## src/rtl/seven_segment_scan_ctrl.sv

```systemverilog
// Two-digit multiplexed seven-segment scan controller with frame-aligned digit commit.
// Latency: outputs decode registered state only; loads appear at the next frame boundary after capture.
// Backpressure: none; i_Load is accepted on every clock and the last load in a frame wins.
module seven_segment_scan_ctrl #(
    parameter int DWELL_CYCLES = 25000,
    parameter int BLANK_CYCLES = 250
) (
    input  logic       i_Clk,
    input  logic       i_Reset,
    input  logic [3:0] i_Digit0,
    input  logic [3:0] i_Digit1,
    input  logic       i_Load,
    input  logic       i_Blank_Leading_Zero,
    output logic [3:0] o_Binary_Num,
    output logic [1:0] o_Digit_Sel,
    output logic       o_Frame
);

    localparam int MAX_CYC = (DWELL_CYCLES > BLANK_CYCLES) ? DWELL_CYCLES : BLANK_CYCLES;
    localparam int CNT_W   = (MAX_CYC > 1) ? $clog2(MAX_CYC) : 1;
    localparam logic [CNT_W-1:0] DWELL_LAST = CNT_W'(DWELL_CYCLES - 1);
    localparam logic [CNT_W-1:0] BLANK_LAST = CNT_W'(BLANK_CYCLES - 1);

    typedef enum logic [1:0] {
        S_D0   = 2'd0,
        S_GAP0 = 2'd1,
        S_D1   = 2'd2,
        S_GAP1 = 2'd3
    } state_t;

    state_t           r_State;
    state_t           w_Next_State;
    logic [CNT_W-1:0] r_Count;
    logic             w_Phase_Done;
    logic             w_Boundary;

    logic [3:0]       r_Pend_Digit0;
    logic [3:0]       r_Pend_Digit1;
    logic [3:0]       r_Act_Digit0;
    logic [3:0]       r_Act_Digit1;
    logic             r_Act_Blank;
    logic             r_Frame;

    // Phase end detection and next-state selection for the fixed scan cycle.
    always_comb begin
        w_Phase_Done = 1'b0;
        w_Next_State = r_State;
        case (r_State)
            S_D0: begin
                w_Phase_Done = (r_Count == DWELL_LAST);
                if (w_Phase_Done) w_Next_State = S_GAP0;
            end
            S_GAP0: begin
                w_Phase_Done = (r_Count == BLANK_LAST);
                if (w_Phase_Done) w_Next_State = S_D1;
            end
            S_D1: begin
                w_Phase_Done = (r_Count == DWELL_LAST);
                if (w_Phase_Done) w_Next_State = S_GAP1;
            end
            default: begin
                w_Phase_Done = (r_Count == BLANK_LAST);
                if (w_Phase_Done) w_Next_State = S_D0;
            end
        endcase
    end

    // The GAP1 -> D0 edge is the only point where displayed digits may change.
    assign w_Boundary = (r_State == S_GAP1) && w_Phase_Done;

    // State register.
    always_ff @(posedge i_Clk) begin
        if (i_Reset) begin
            r_State <= S_D0;
        end else begin
            r_State <= w_Next_State;
        end
    end

    // Shared phase counter; wraps to 0 on the same edge the state advances.
    always_ff @(posedge i_Clk) begin
        if (i_Reset) begin
            r_Count <= '0;
        end else if (w_Phase_Done) begin
            r_Count <= '0;
        end else begin
            r_Count <= r_Count + CNT_W'(1);
        end
    end

    // Pending digits follow every load; reset discards anything not yet committed.
    always_ff @(posedge i_Clk) begin
        if (i_Reset) begin
            r_Pend_Digit0 <= 4'd0;
            r_Pend_Digit1 <= 4'd0;
        end else if (i_Load) begin
            r_Pend_Digit0 <= i_Digit0;
            r_Pend_Digit1 <= i_Digit1;
        end
    end

    // Commit both digits and the blank flag together at the frame boundary so digits never tear.
    always_ff @(posedge i_Clk) begin
        if (i_Reset) begin
            r_Act_Digit0 <= 4'd0;
            r_Act_Digit1 <= 4'd0;
            r_Act_Blank  <= 1'b0;
        end else if (w_Boundary) begin
            r_Act_Digit0 <= r_Pend_Digit0;
            r_Act_Digit1 <= r_Pend_Digit1;
            r_Act_Blank  <= i_Blank_Leading_Zero;
        end
    end

    // Frame pulse marks the first D0 cycle of each frame except the one following reset.
    always_ff @(posedge i_Clk) begin
        if (i_Reset) begin
            r_Frame <= 1'b0;
        end else begin
            r_Frame <= w_Boundary;
        end
    end

    // Output decode from registered state only; values 10-15 pass straight through.
    always_comb begin
        o_Digit_Sel  = 2'b00;
        o_Binary_Num = 4'd0;
        case (r_State)
            S_D0: begin
                o_Digit_Sel  = 2'b01;
                o_Binary_Num = r_Act_Digit0;
            end
            S_D1: begin
                o_Binary_Num = r_Act_Digit1;
                if (!(r_Act_Blank && (r_Act_Digit1 == 4'd0))) begin
                    o_Digit_Sel = 2'b10;
                end
            end
            default: begin
                o_Digit_Sel  = 2'b00;
                o_Binary_Num = 4'd0;
            end
        endcase
    end

    assign o_Frame = r_Frame;

endmodule

```

## config.mk

```make
export PLATFORM = sky130hd
export DESIGN_NAME = seven_segment_scan_ctrl
export DESIGN_NICKNAME = d
export VERILOG_FILES = /design/src/rtl/seven_segment_scan_ctrl.sv
export SDC_FILE = /design/constraint.sdc
export NUM_CORES = 1
export LEC_CHECK = 0
export BUFFER_PORTS_ARGS = -buffer_cell sky130_fd_sc_hd__buf_2
export CORE_MARGIN = 2
export CORE_UTILIZATION = 55
export DETAILED_ROUTE_END_ITERATION = 8
export PLACE_DENSITY_LB_ADDON = 0.12
export SYNTH_ARGS = -nofsm -noshare
export SYNTH_HDL_FRONTEND = slang
export SYNTH_SLANG_ARGS = --single-unit
```

## constraint.sdc

```tcl
create_clock -name i_Clk -period 3.5 [get_ports i_Clk]
set_input_delay 0.525 -clock i_Clk [delete_from_list [all_inputs] [get_ports i_Clk]]
set_output_delay 0.525 -clock i_Clk [all_outputs]
set_load 0.005 [all_outputs]
```

==> metrics <==
Via density=5.63; Yosys reg bits=35; fin. max-slew vios=0; Die H=59.9 µm; Placed Area=1820 µm²; Hold Buf Count CTS=0; CTS buffer count=5; Leak=0.000664 µW; Initial DRT Pass Iterations=4; Worst-Margin Slew=696 ps; most common cell in the netlist=dfxtp_1; VDD IR max=0.265 mV; WP data required=2970 ps; # setup viols final=0; Worst setup EP type=output pin; post-synth top area cell=dfxtp_1; combinational family with the most area after synthesis=simple AND/OR/NAND/NOR gates; Power Density=352 nW/µm²; skew final=13.1 ps; total number of vias=1301; Avg WL per Cell=14.0 µm; Row Count=20; vias in the first global route=1203; H-tree levels=2; Slew HR=53.6%; pin count of the biggest net entering global routing=47; Hold WC Path Type=in -> reg; Final #Nets=215; worst-skew pair later-pin latency=330 ps; Synth Area in Adders=4.37%; most frequent cells after synthesis=dfxtp_1 (35), nand2b_1 (20), nor3_1 (19), mux2i_1 (18), nor2_1 (14); Final TNS setup=0 ps; CTS clk-pin slew, worst paths=100 ps; initial antenna violation count=0; Yosys warnings=0; Netlist cell types=31; Worst EP arrival=1650 ps; final WL=3.24 mm; Final ANT Viol Nets=0; Util after Layout=62.1%; full die area=3590 µm²; I/O Pins=19; Net Count, Synth=198; Starting Density=57.3%; RSZ-0062 raised after global routing=no; number of max-cap violations=0; Post-Synth XOR/XNOR Area=6.62%; clock sink count=35; Post-CTS Resized=0; Die X=59.9 µm; synth top area cells=dfxtp_1 (41%), mux2i_1 (10%), nand2b_1 (7.3%), xnor2_1 (5.6%), nor3_1 (5.5%); clock root buffer=clkbuf_4; gr usage total=21.1%; Mapped Area=1720 µm²; Hold WS=432 ps; DRT iter0 DRCs=33; CORE AREA=3000 µm²; Setup Fix Bufs, Post-CTS=0; share of cells above drive strength 1=17.7%; status=finished, final reports clean; share of the synthesized area in the top cell type=40.8%; Post-Syn Area per Cell=9.55 µm²; port bufs=18; Routability Congestion=0.803; Top FF cell, synth=dfxtp_1; Syn-to-layout area delta=8.52%; drc violations=0; count of final hold-check violations=0; wire length of the first global-routing pass=5.58 mm; mux share of post-synthesis cell area=11.4%; Crit Path Max Fanout=3; Finished Cell Area=1870 µm²; Synth Area in Compound Gates=5.90%; Post-synth EDFFs=0; Crit Path Category=reg -> out; # diodes=0; Fmax=460 MHz; Final Cycle Share=62.1%; minimum clock period=2170 ps; DP HPWL=2.24 mm; maximum clock insertion buffer count=2; Synth Instances=180; CTS tree=yes; fraction of registers with async set/reset=0%; Seq/Total Area, Yosys=40.8%; overall power=657 µW; GRT Residual Overflow=0; Synth Area in Simple Gates=27.4%; Setup crit start kind=register
-- routing by layer --
layer	up-vias	share of wire, %	wire (µm)	global-route usage [%]
met5	-	0	0	0
met4	0	1.6	53	8.57
met3	5	4.9	159	5.84
met2	36	44	1430	30.3
met1	597	49	1600	29.6
li1	663	-	-	-
-- final cells by class --
class                   instances  area (µm²)
clock inverters                 1        5.00
multi-input cells             131         957
flip-flops and latches         35         701
clock buffers                   7        45.0
inverters                       5        18.8
well taps                      33        41.3
repair buffers                 19        97.6
fillers                       255        1140
-- cell usage in the layout, fill, tap and decap left out, types with 4 or more instances in the layout --
cell and n:
xnor2_1 11, inv_1 5, buf_2 18, a22o_2 4, nor2_1 14, ha_1 6
nor3_1 19, clkbuf_4 5, nand3_1 6, nand2b_1 20, dfxtp_1 35, nor4_1 5
nand2_1 6, mux2i_1 18
-- sequential cells by signal, summed over array words and instances (netlist names) --
| register | count |
|---|---|
| r_Pend_Digit1 | 4 |
| r_Act_Blank | 1 |
| r_Count | 15 |
| o_Frame | 1 |
| r_Act_Digit0 | 4 |
| r_Act_Digit1 | 4 |
| r_Pend_Digit0 | 4 |
| r_State | 2 |
-- worst paths after layout --
| check | from | end | slack [ps] | depth (start not counted) |
|---|---|---|---|---|
| setup / recovery | r_Act_Digit1[1]$_SDFFE_PP0P_ | o_Digit_Sel[1] | 1330 | 3 |
| hold / removal | i_Digit0[0] | r_Pend_Digit0[0]$_SDFFE_PP0P_ | 430 | 3 |
| setup reg to reg | r_State[0]$_SDFFE_PP0P_ | r_State[0]$_SDFFE_PP0P_ | 1370 | 6 |
| hold reg to reg | r_Act_Blank$_SDFFE_PP0P_ | r_Act_Blank$_SDFFE_PP0P_ | 480 | 2 |
-- kinds of logic (layout without fill, tap and decap cells) --
| logic type | Yosys count | count (layout) |
|---|---|---|
| AO/OA/AOI/OAI | 10 | 10 |
| adder cells (fa/ha/maj) | 6 | 6 |
| flip-flops | 35 | 35 |
| XOR/XNOR | 13 | 13 |
| AND/OR/NAND/NOR | 83 | 83 |
| multiplexers | 19 | 19 |
| buffers and inverters | 14 | 32 |
-- power by group --
group	total [µW]	internal, µW	switching, µW	leakage (µW)
combinational	35.5	17.7	17.8	0.000350
clock	208	78.4	130	0.0000293
sequential	413	407	6.41	0.000284
total	657	503	154	0.000664
-- worst max-delay path, cell delays in order (launching register included) --
cell	delay (ps)
dfxtp_1	350
or4b_2	670
o21a_1	180
buf_2	120
-- metrics by stage --
stage | std cells | worst slack [ps]
2_1_floorplan | 180 | 1500
3_3_place_gp | 223 | 1440
3_5_place_dp | 223 | 1380
4_1_cts | 231 | 1310
5_1_grt | 231 | 1220
6_report | 231 | 1330
(Power assumes the default switching activity.)
